--- src/rtl/spi_reg_ctrl.sv ---
// spi_reg_ctrl: sequences SPI slave FIFO bytes into register-bus writes and reads.
// Optional macro SPI_REG_AUTOINC_EN: address advances after every reg_wr and TX push.
module spi_reg_ctrl #(
    parameter int unsigned WIDTH = 8
) (
    input  logic             clk,
    input  logic             rst_n,
    input  logic             CS_n,
    input  logic [WIDTH-1:0] rx_data,
    input  logic             rx_empty,
    output logic             rx_read_en,
    output logic [WIDTH-1:0] tx_data,
    output logic             tx_write_en,
    input  logic             tx_full,
    output logic [WIDTH-2:0] reg_addr,
    output logic [WIDTH-1:0] reg_wdata,
    output logic             reg_wr,
    output logic             reg_rd,
    input  logic [WIDTH-1:0] reg_rdata,
    input  logic             reg_rvalid,
    output logic             busy
);
    localparam int unsigned AW = WIDTH - 1;

    localparam logic [2:0] CMD_WAIT  = 3'd0;
    localparam logic [2:0] CMD_LOAD  = 3'd1;
    localparam logic [2:0] DATA_WAIT = 3'd2;
    localparam logic [2:0] DATA_LOAD = 3'd3;
    localparam logic [2:0] WR_DONE   = 3'd4;
    localparam logic [2:0] RD_REQ    = 3'd5;
    localparam logic [2:0] RD_WAIT   = 3'd6;
    localparam logic [2:0] RD_PUSH   = 3'd7;

    logic [2:0]       r_state, w_state_nxt;
    logic             r_rw, w_rw_nxt;
    logic [AW-1:0]    r_addr, w_addr_nxt, w_addr_inc;
    logic [WIDTH-1:0] r_wdata, w_wdata_nxt;
    logic [WIDTH-1:0] r_tx_data, w_tx_data_nxt;
    logic             r_rx_read_en, w_rx_read_en_nxt;
    logic             r_tx_write_en, w_tx_write_en_nxt;
    logic             r_reg_wr, w_reg_wr_nxt;
    logic             r_reg_rd, w_reg_rd_nxt;
    logic             r_end_pend, w_end_pend_nxt;
    logic             r_busy, w_busy_nxt;
    logic             r_cs_meta, r_cs_sync, r_cs_prev;
    logic             w_cs_rise;

`ifdef SPI_REG_AUTOINC_EN
    assign w_addr_inc = r_addr + AW'(1);
`else
    assign w_addr_inc = r_addr;
`endif

    // CS_n synchroniser and rising-edge detect
    always_ff @(posedge clk or negedge rst_n) begin
        if (!rst_n) begin
            r_cs_meta <= 1'b1;
            r_cs_sync <= 1'b1;
            r_cs_prev <= 1'b1;
        end else begin
            r_cs_meta <= CS_n;
            r_cs_sync <= r_cs_meta;
            r_cs_prev <= r_cs_sync;
        end
    end

    assign w_cs_rise = r_cs_sync & ~r_cs_prev;

    // A pop strobe holds the wait state one extra cycle so the LOAD state sees valid rx_data
    always_comb begin
        w_state_nxt       = r_state;
        w_rw_nxt          = r_rw;
        w_addr_nxt        = r_addr;
        w_wdata_nxt       = r_wdata;
        w_tx_data_nxt     = r_tx_data;
        w_rx_read_en_nxt  = 1'b0;
        w_tx_write_en_nxt = 1'b0;
        w_reg_wr_nxt      = 1'b0;
        w_reg_rd_nxt      = 1'b0;
        w_end_pend_nxt    = r_end_pend | w_cs_rise;
        case (r_state)
            CMD_WAIT: begin
                if (r_rx_read_en) w_state_nxt = CMD_LOAD;
                else if (!rx_empty) w_rx_read_en_nxt = 1'b1;
                else w_end_pend_nxt = 1'b0;
            end
            CMD_LOAD: begin
                w_rw_nxt    = rx_data[WIDTH-1];
                w_addr_nxt  = rx_data[WIDTH-2:0];
                w_state_nxt = rx_data[WIDTH-1] ? RD_REQ : DATA_WAIT;
            end
            DATA_WAIT: begin
                if (r_rx_read_en) begin
                    w_state_nxt = DATA_LOAD;
                end else if (!rx_empty) begin
                    w_rx_read_en_nxt = 1'b1;
                end else if (r_end_pend) begin
                    w_end_pend_nxt = 1'b0;
                    w_state_nxt    = CMD_WAIT;
                end
            end
            DATA_LOAD: begin
                if (r_rw) begin
                    w_state_nxt = RD_REQ;
                end else begin
                    w_wdata_nxt  = rx_data;
                    w_reg_wr_nxt = 1'b1;
                    w_state_nxt  = WR_DONE;
                end
            end
            WR_DONE: begin
                w_addr_nxt  = w_addr_inc;
                w_state_nxt = DATA_WAIT;
            end
            RD_REQ: begin
                w_reg_rd_nxt = 1'b1;
                w_state_nxt  = RD_WAIT;
            end
            RD_WAIT: begin
                if (reg_rvalid) begin
                    w_tx_data_nxt = reg_rdata;
                    w_state_nxt   = RD_PUSH;
                end
            end
            RD_PUSH: begin
                if (!tx_full) begin
                    w_tx_write_en_nxt = 1'b1;
                    w_addr_nxt        = w_addr_inc;
                    w_state_nxt       = DATA_WAIT;
                end
            end
            default: w_state_nxt = CMD_WAIT;
        endcase
        w_busy_nxt = (w_state_nxt != CMD_WAIT) || w_end_pend_nxt;
    end

    always_ff @(posedge clk or negedge rst_n) begin
        if (!rst_n) begin
            r_state       <= CMD_WAIT;
            r_rw          <= 1'b0;
            r_addr        <= '0;
            r_wdata       <= '0;
            r_tx_data     <= '0;
            r_rx_read_en  <= 1'b0;
            r_tx_write_en <= 1'b0;
            r_reg_wr      <= 1'b0;
            r_reg_rd      <= 1'b0;
            r_end_pend    <= 1'b0;
            r_busy        <= 1'b0;
        end else begin
            r_state       <= w_state_nxt;
            r_rw          <= w_rw_nxt;
            r_addr        <= w_addr_nxt;
            r_wdata       <= w_wdata_nxt;
            r_tx_data     <= w_tx_data_nxt;
            r_rx_read_en  <= w_rx_read_en_nxt;
            r_tx_write_en <= w_tx_write_en_nxt;
            r_reg_wr      <= w_reg_wr_nxt;
            r_reg_rd      <= w_reg_rd_nxt;
            r_end_pend    <= w_end_pend_nxt;
            r_busy        <= w_busy_nxt;
        end
    end

    assign rx_read_en  = r_rx_read_en;
    assign tx_write_en = r_tx_write_en;
    assign tx_data     = r_tx_data;
    assign reg_addr    = r_addr;
    assign reg_wdata   = r_wdata;
    assign reg_wr      = r_reg_wr;
    assign reg_rd      = r_reg_rd;
    assign busy        = r_busy;

endmodule

--- config.mk ---
export PLATFORM = sky130hd
export DESIGN_NAME = spi_reg_ctrl
export DESIGN_NICKNAME = d
export VERILOG_FILES = /design/src/rtl/spi_reg_ctrl.sv
export SDC_FILE = /design/constraint.sdc
export NUM_CORES = 1
export LEC_CHECK = 0
export ABC_CLOCK_PERIOD_IN_PS = 1800
export CORE_ASPECT_RATIO = 0.8
export CORE_MARGIN = 3
export CORE_UTILIZATION = 35
export DETAILED_ROUTE_END_ITERATION = 10
export PLACE_DENSITY = 0.74
export SKIP_LAST_GASP = 1
export SYNTH_ARGS = -nofsm -noshare
export SYNTH_HDL_FRONTEND = slang
export SYNTH_SLANG_ARGS = --single-unit
export TNS_END_PERCENT = 10
--- constraint.sdc ---
create_clock -name clk -period 1.8 [get_ports clk]
set_input_delay 0.18 -clock clk [delete_from_list [all_inputs] [get_ports clk]]
set_output_delay 0.18 -clock clk [all_outputs]
set_load 0.1 [all_outputs]
# Word-level counts from Yosys, hierarchy flattened
# Cells that the tools add are included.
# Widths: inputs -> output; s select.
dict set report word_totals {
  ff_bits 36
  latchBits 0
  ram_bits 0
  rom_bits 0
  n_memories 0
}
dict set report classes {
  addsub 0
  mul 0
  div_mod_pow 0
  order_cmp 0
  eq_ne 7
  n_shift 0
  muxes 23
  bitwise 4
  n_reduce_logical 6
}
# cell count
set op_table {}
lappend op_table {{$pmux 3 s8} 1}
lappend op_table {{$mux 3} 7}
lappend op_table {{$mux 1} 14}
lappend op_table {{$eq 3x3->1 const B} 4}
lappend op_table {{$eq 3x2->1 const B} 2}
lappend op_table {{$reduce_and 2->1} 2}
lappend op_table {{$eq 3x1->1 const B} 1}
lappend op_table {{$logic_not 3->1} 1}
lappend op_table {{$reduce_bool 3->1} 1}
lappend op_table {{$not 1->1} 2}
lappend op_table {{$pmux 1 s2} 1}
lappend op_table {{$reduce_or 2->1} 1}
lappend op_table {{$and 1x1->1} 1}
lappend op_table {{$logic_or 1x1->1} 1}
lappend op_table {{$or 1x1->1} 1}

# Longest topological paths before layout
dict set report depth {
  depth_word 8
  depth_mapped 5
}

# Worst setup path before layout
# OpenSTA, ideal clock, no wires.
dict set report synth_timing {
  kind {register -> register}
  startpoint {reg r_rx_read_en, in the netlist rx_read_en}
  endpoint {reg r_busy, in the netlist busy}
  arrival_time_ns 1.783
  required_time_ns 1.662
  path_slack_ns -0.121
  stages_incl_launch_ff 5
  n_path_buf 0
  cell_sequence {dfrtp_1 > inv_1 > a31oi_1 > a211o_1 > or4_1}
}
dict set report synth_between {
  elab_chain_cells 4
  word_cells_on_any_way 8
}
# item line
set synth_rtl {}
lappend synth_rtl {{start, declared} 39} ;# logic r_rx_read_en, w_rx_read_en_nxt;
lappend synth_rtl {{start signal, assigned} 156} ;# r_rx_read_en <= w_rx_read_en_nxt;
lappend synth_rtl {{$mux 3 (on tied branches)} {93, 83}}
lappend synth_rtl {{$pmux 3 s8 *} 81} ;# case (r_state)
lappend synth_rtl {{named net w_state_nxt[1]} 34} ;# logic [2:0] r_state, w_state_nxt;
lappend synth_rtl {{$reduce_bool 3->1 *} 134} ;# w_busy_nxt = (w_state_nxt != CMD_WAIT) || w_end_pend_nxt;
lappend synth_rtl {{$logic_or 1x1->1 *} 134}
lappend synth_rtl {{named net w_busy_nxt} 44} ;# logic r_busy, w_busy_nxt;
lappend synth_rtl {{end signal, assigned} 161} ;# r_busy <= w_busy_nxt;
lappend synth_rtl {{end, declared} 44}
# Mark *: on every way through the listed nets, which the timed path passes. The rest lies on a longest branch.
# A chain may end at the register's enable or synchronous reset.

# Final worst setup path
dict set report layout_timing {
  startpoint {reg r_state[0]}
  endpoint {reg r_busy, in the netlist busy}
}
dict set report layout_between {
  elab_chain_cells 6
  word_cells_on_any_way 18
}
# item line
set layout_rtl {}
lappend layout_rtl {{start, declared} 34}
lappend layout_rtl {{start signal, assigned} 151} ;# r_state <= w_state_nxt;
lappend layout_rtl {{$mux 3} 97} ;# end else if (r_end_pend) begin
lappend layout_rtl {{$mux 3} 95} ;# end else if (!rx_empty) begin
lappend layout_rtl {{$mux 3} 93} ;# if (r_rx_read_en) begin
lappend layout_rtl {{$pmux 3 s8 *} 81}
lappend layout_rtl {{named net w_state_nxt[0]} 34}
lappend layout_rtl {{$reduce_bool 3->1 *} 134}
lappend layout_rtl {{$logic_or 1x1->1 *} 134}
lappend layout_rtl {{named net w_busy_nxt} 44}
# Marks and branches as above.

==> results.py <==
metrics = {
    "floorplanning": {
        "die_area_mm2": 0.00470,
        "row_count": 19,
        "die_y_um": 61.9,
        "start_util_pct": 38.1,
        "die_width_um": 75.9,
        "io_pins": 50,
        "core_area_mm2": 0.00359,
    },
    "yosys": {
        "synthCells": 92,
        "synth_edf_count": 0,
        "yosysTopAreaCell": "dfrtp_1",
        "synth_cell_types": 25,
        "yosysSeqAreaShare_pct": 66.1,
        "syn_nets": 114,
        "syn_area_mm2": 0.00137,
        "netlist_top_cells_count": "dfrtp_1 (33), mux2_2 (23), nand2_1 (4)",
        "synth_area_leaders": "dfrtp_1 (60%), mux2_2 (19%), dfstp_2 (5.8%)",
        "netlist.area_leader.share_pct": 60.3,
        "ys_async_sr_fraction_pct": 100,
        "ys.flop_type": "dfrtp_1",
        "yosysMostFrequentCell": "dfrtp_1",
        "yosys_warnings": 0,
        "syn_area_per_cell_um2": 14.9,
        "synth-seq-cells": 36,
    },
    "layout": {
        "multiInputGateArea_um2": 430,
        "area_growth_pct": 43.1,
        "seqCellArea_um2": 906,
        "nNetsFinal": 171,
        "n_antenna_cell": 0,
        "fill_cells": 301,
        "drive_above_1_share_pct": 45.3,
    },
    "clocking": {
        "path_clk_slew_ns": 0.07,
        "clock_latency_ns": 0.28,
        "clockBufferDepth": 2,
        "root_buffer": "clkbuf_8",
        "clkSinkCount": 36,
        "cts_tree": "done",
        "cts_max_level": 2,
        "cts_made_buffers": 5,
        "postCtsSetupBuffers": 0,
    },
    "worst_setup_path": {
        "r2r_start": "r_state[0]$_DFF_PN0_",
        "start_kind": "flip-flop",
        "cp-end-kind": "flip-flop",
        "critPathArrivalTime_ns": 1.78,
        "crit_required_ns": 1.96,
        "worstSetupPathType": "reg2reg",
        "crit_path_max_fanout": 11,
        "critPathSlowestCell": "dfrtp_1",
        "crit_chain": "and3b_1 > o21ai_1 > nand4_1 > or4_1",
        "crit_path_max_incr_delay_ns": 0.52,
        "crit_start": "r_state[0]$_DFF_PN0_",
    },
    "drt": {
        "finalWirelength_um": 2780,
        "drc": 0,
        "drt_iter0_markers": 45,
        "vias": 953,
        "drt_pass1_iterations": 4,
        "post_drt_wl_per_cell_um": 13.8,
        "via_per_inst": 4.72,
        "postRouteAntennaNets": 0,
    },
    "timing": {
        "fmax_mhz": 615,
        "relSlewSlack_pct": 76.8,
        "finalSetupViolCount": 0,
        "tightest_slew_ns": 0.348,
        "slew_viol_final": 0,
        "period_needed_ns": 1.63,
        "fin_skew_ns": 0.00596,
        "hold_viol": 0,
        "rsz0062_at_grt": "false",
        "tns_ns": 0,
        "min_period_over_period_pct": 90.4,
    },
    "run_status": {
        "outcome": "finished clean",
    },
    "global_routing": {
        "grt_usage_pct": 12.7,
        "grt_pass1_vias": 928,
        "grt_max_degree": 15,
        "antenna_found_initial": 0,
        "grt_pass1_wl_um": 4500,
        "grt_overflow": 0,
    },
    "min_path": {
        "hp-class": "in2async",
    },
    "placement": {
        "dp_hpwl_um": 2100,
        "gp_congestion": 0.838,
        "portBuffers": 49,
    },
    "flow_run": {
        "maxCapViolCount": 0,
    },
}
==> cell families after synthesis <==
kind of cell	after synthesis	share of synthesized area, %
muxes	23	18.9
DFF	36	66.1
AOI/OAI and AO/OA	7	3.38
and+or+nand+nor	19	8.68
buffers and inverters	7	2.93
==> worst paths after layout <==
| kind | slack [ns] | cells after the start | to |
|---|---|---|---|
| max | 0.17 | 4 | busy$_DFF_PN0_ |
| min | 0.29 | 2 | r_state[1]$_DFF_PN0_ |
| max reg2reg | 0.17 | 4 | busy$_DFF_PN0_ |
| min reg2reg | 0.36 | 0 | r_cs_sync$_DFF_PN1_ |
| max in group asynchronous | 0.99 | 3 | r_cs_sync$_DFF_PN1_ |
| min in group clk | 0.30 | 1 | r_cs_meta$_DFF_PN1_ |
==> area by class of cell <==
class | instances | share of cell area [%]
tap | 52 | 3.32
multi-input combinational | 49 | 22.0
timing repair buffer | 54 | 23.3
inverter | 3 | 0.575
clock buffer | 8 | 4.60
sequential | 36 | 46.3
==> flip-flops by register name, indices dropped and copies added, names as in the netlist <==
name	flops
tx_data	8
rx_read_en	1
r_rw	1
r_cs_sync	1
r_cs_prev	1
r_cs_meta	1
r_end_pend	1
r_state	3
reg_wr	1
tx_write_en	1
reg_wdata	8
busy	1
reg_rd	1
reg_addr	7
==> metrics by stage <==
stage | util (%) | std cells | hold slack [ns] | setup slack [ns] | cell area [um2]
2_1_floorplan | - | 92 | -0.116 | 0.0733 | 1370
3_3_place_gp | 51.8 | 193 | 0.0549 | 0.0771 | 1860
3_5_place_dp | 51.8 | 193 | 0.0603 | 0.0706 | 1860
4_1_cts | 54.5 | 202 | 0.285 | 0.189 | 1960
5_1_grt | 54.5 | 202 | 0.298 | 0.101 | 1960
6_report | 54.5 | 202 | 0.292 | 0.173 | 1960
==> routing by layer <==
layer | global-route usage [%] | part of all wire [%]
met1 | 15.6 | 45
met2 | 19.7 | 47
met3 | 7.49 | 7.5
met4 | 3.10 | 0.68
met5 | 0 | 0
==> critical path: cells and delay by family (launching register included) <==
kind / cells / cell delay (ns)
DFF: 1 / 0.52
AOI/OAI and AO/OA: 1 / 0.14
and+or+nand+nor: 3 / 0.84
==> cells in the final DEF, fill, tap and decap left out <==
cell type,netlist,final
nand4_1,2,2
clkbuf_8,0,6
nand2b_1,1,1
dfrtp_1,33,32
o21ai_0,1,1
dfrtp_2,0,1
a41oi_1,1,1
o21ai_1,1,1
a21oi_1,1,1
dfstp_2,3,3
or4_1,1,1
nor3_1,1,1
clkdlybuf4s50_1,0,20
inv_1,3,3
a211o_1,1,1
nor3b_2,1,1
clkbuf_1,0,2
a31oi_1,1,1
buf_2,2,1
and3b_1,2,2
nand2_1,4,4
nor2_1,3,3
dlygate4sd3_1,0,1
nor4bb_2,0,1
buf_4,1,32
o21a_1,1,1
nor3b_1,2,2
mux2_2,23,23
nor4_1,1,1
==> timing repair <==
item | CTS | global route
resized for setup | 0 | 0
hold buffers | 1 | 0
endpoints found under the setup margin | 0 | 0
hold endpoints to repair | 9 | 0
Power is not shown: default switching activity piles up to over one toggle a cycle in this logic, so the estimate is an artifact.
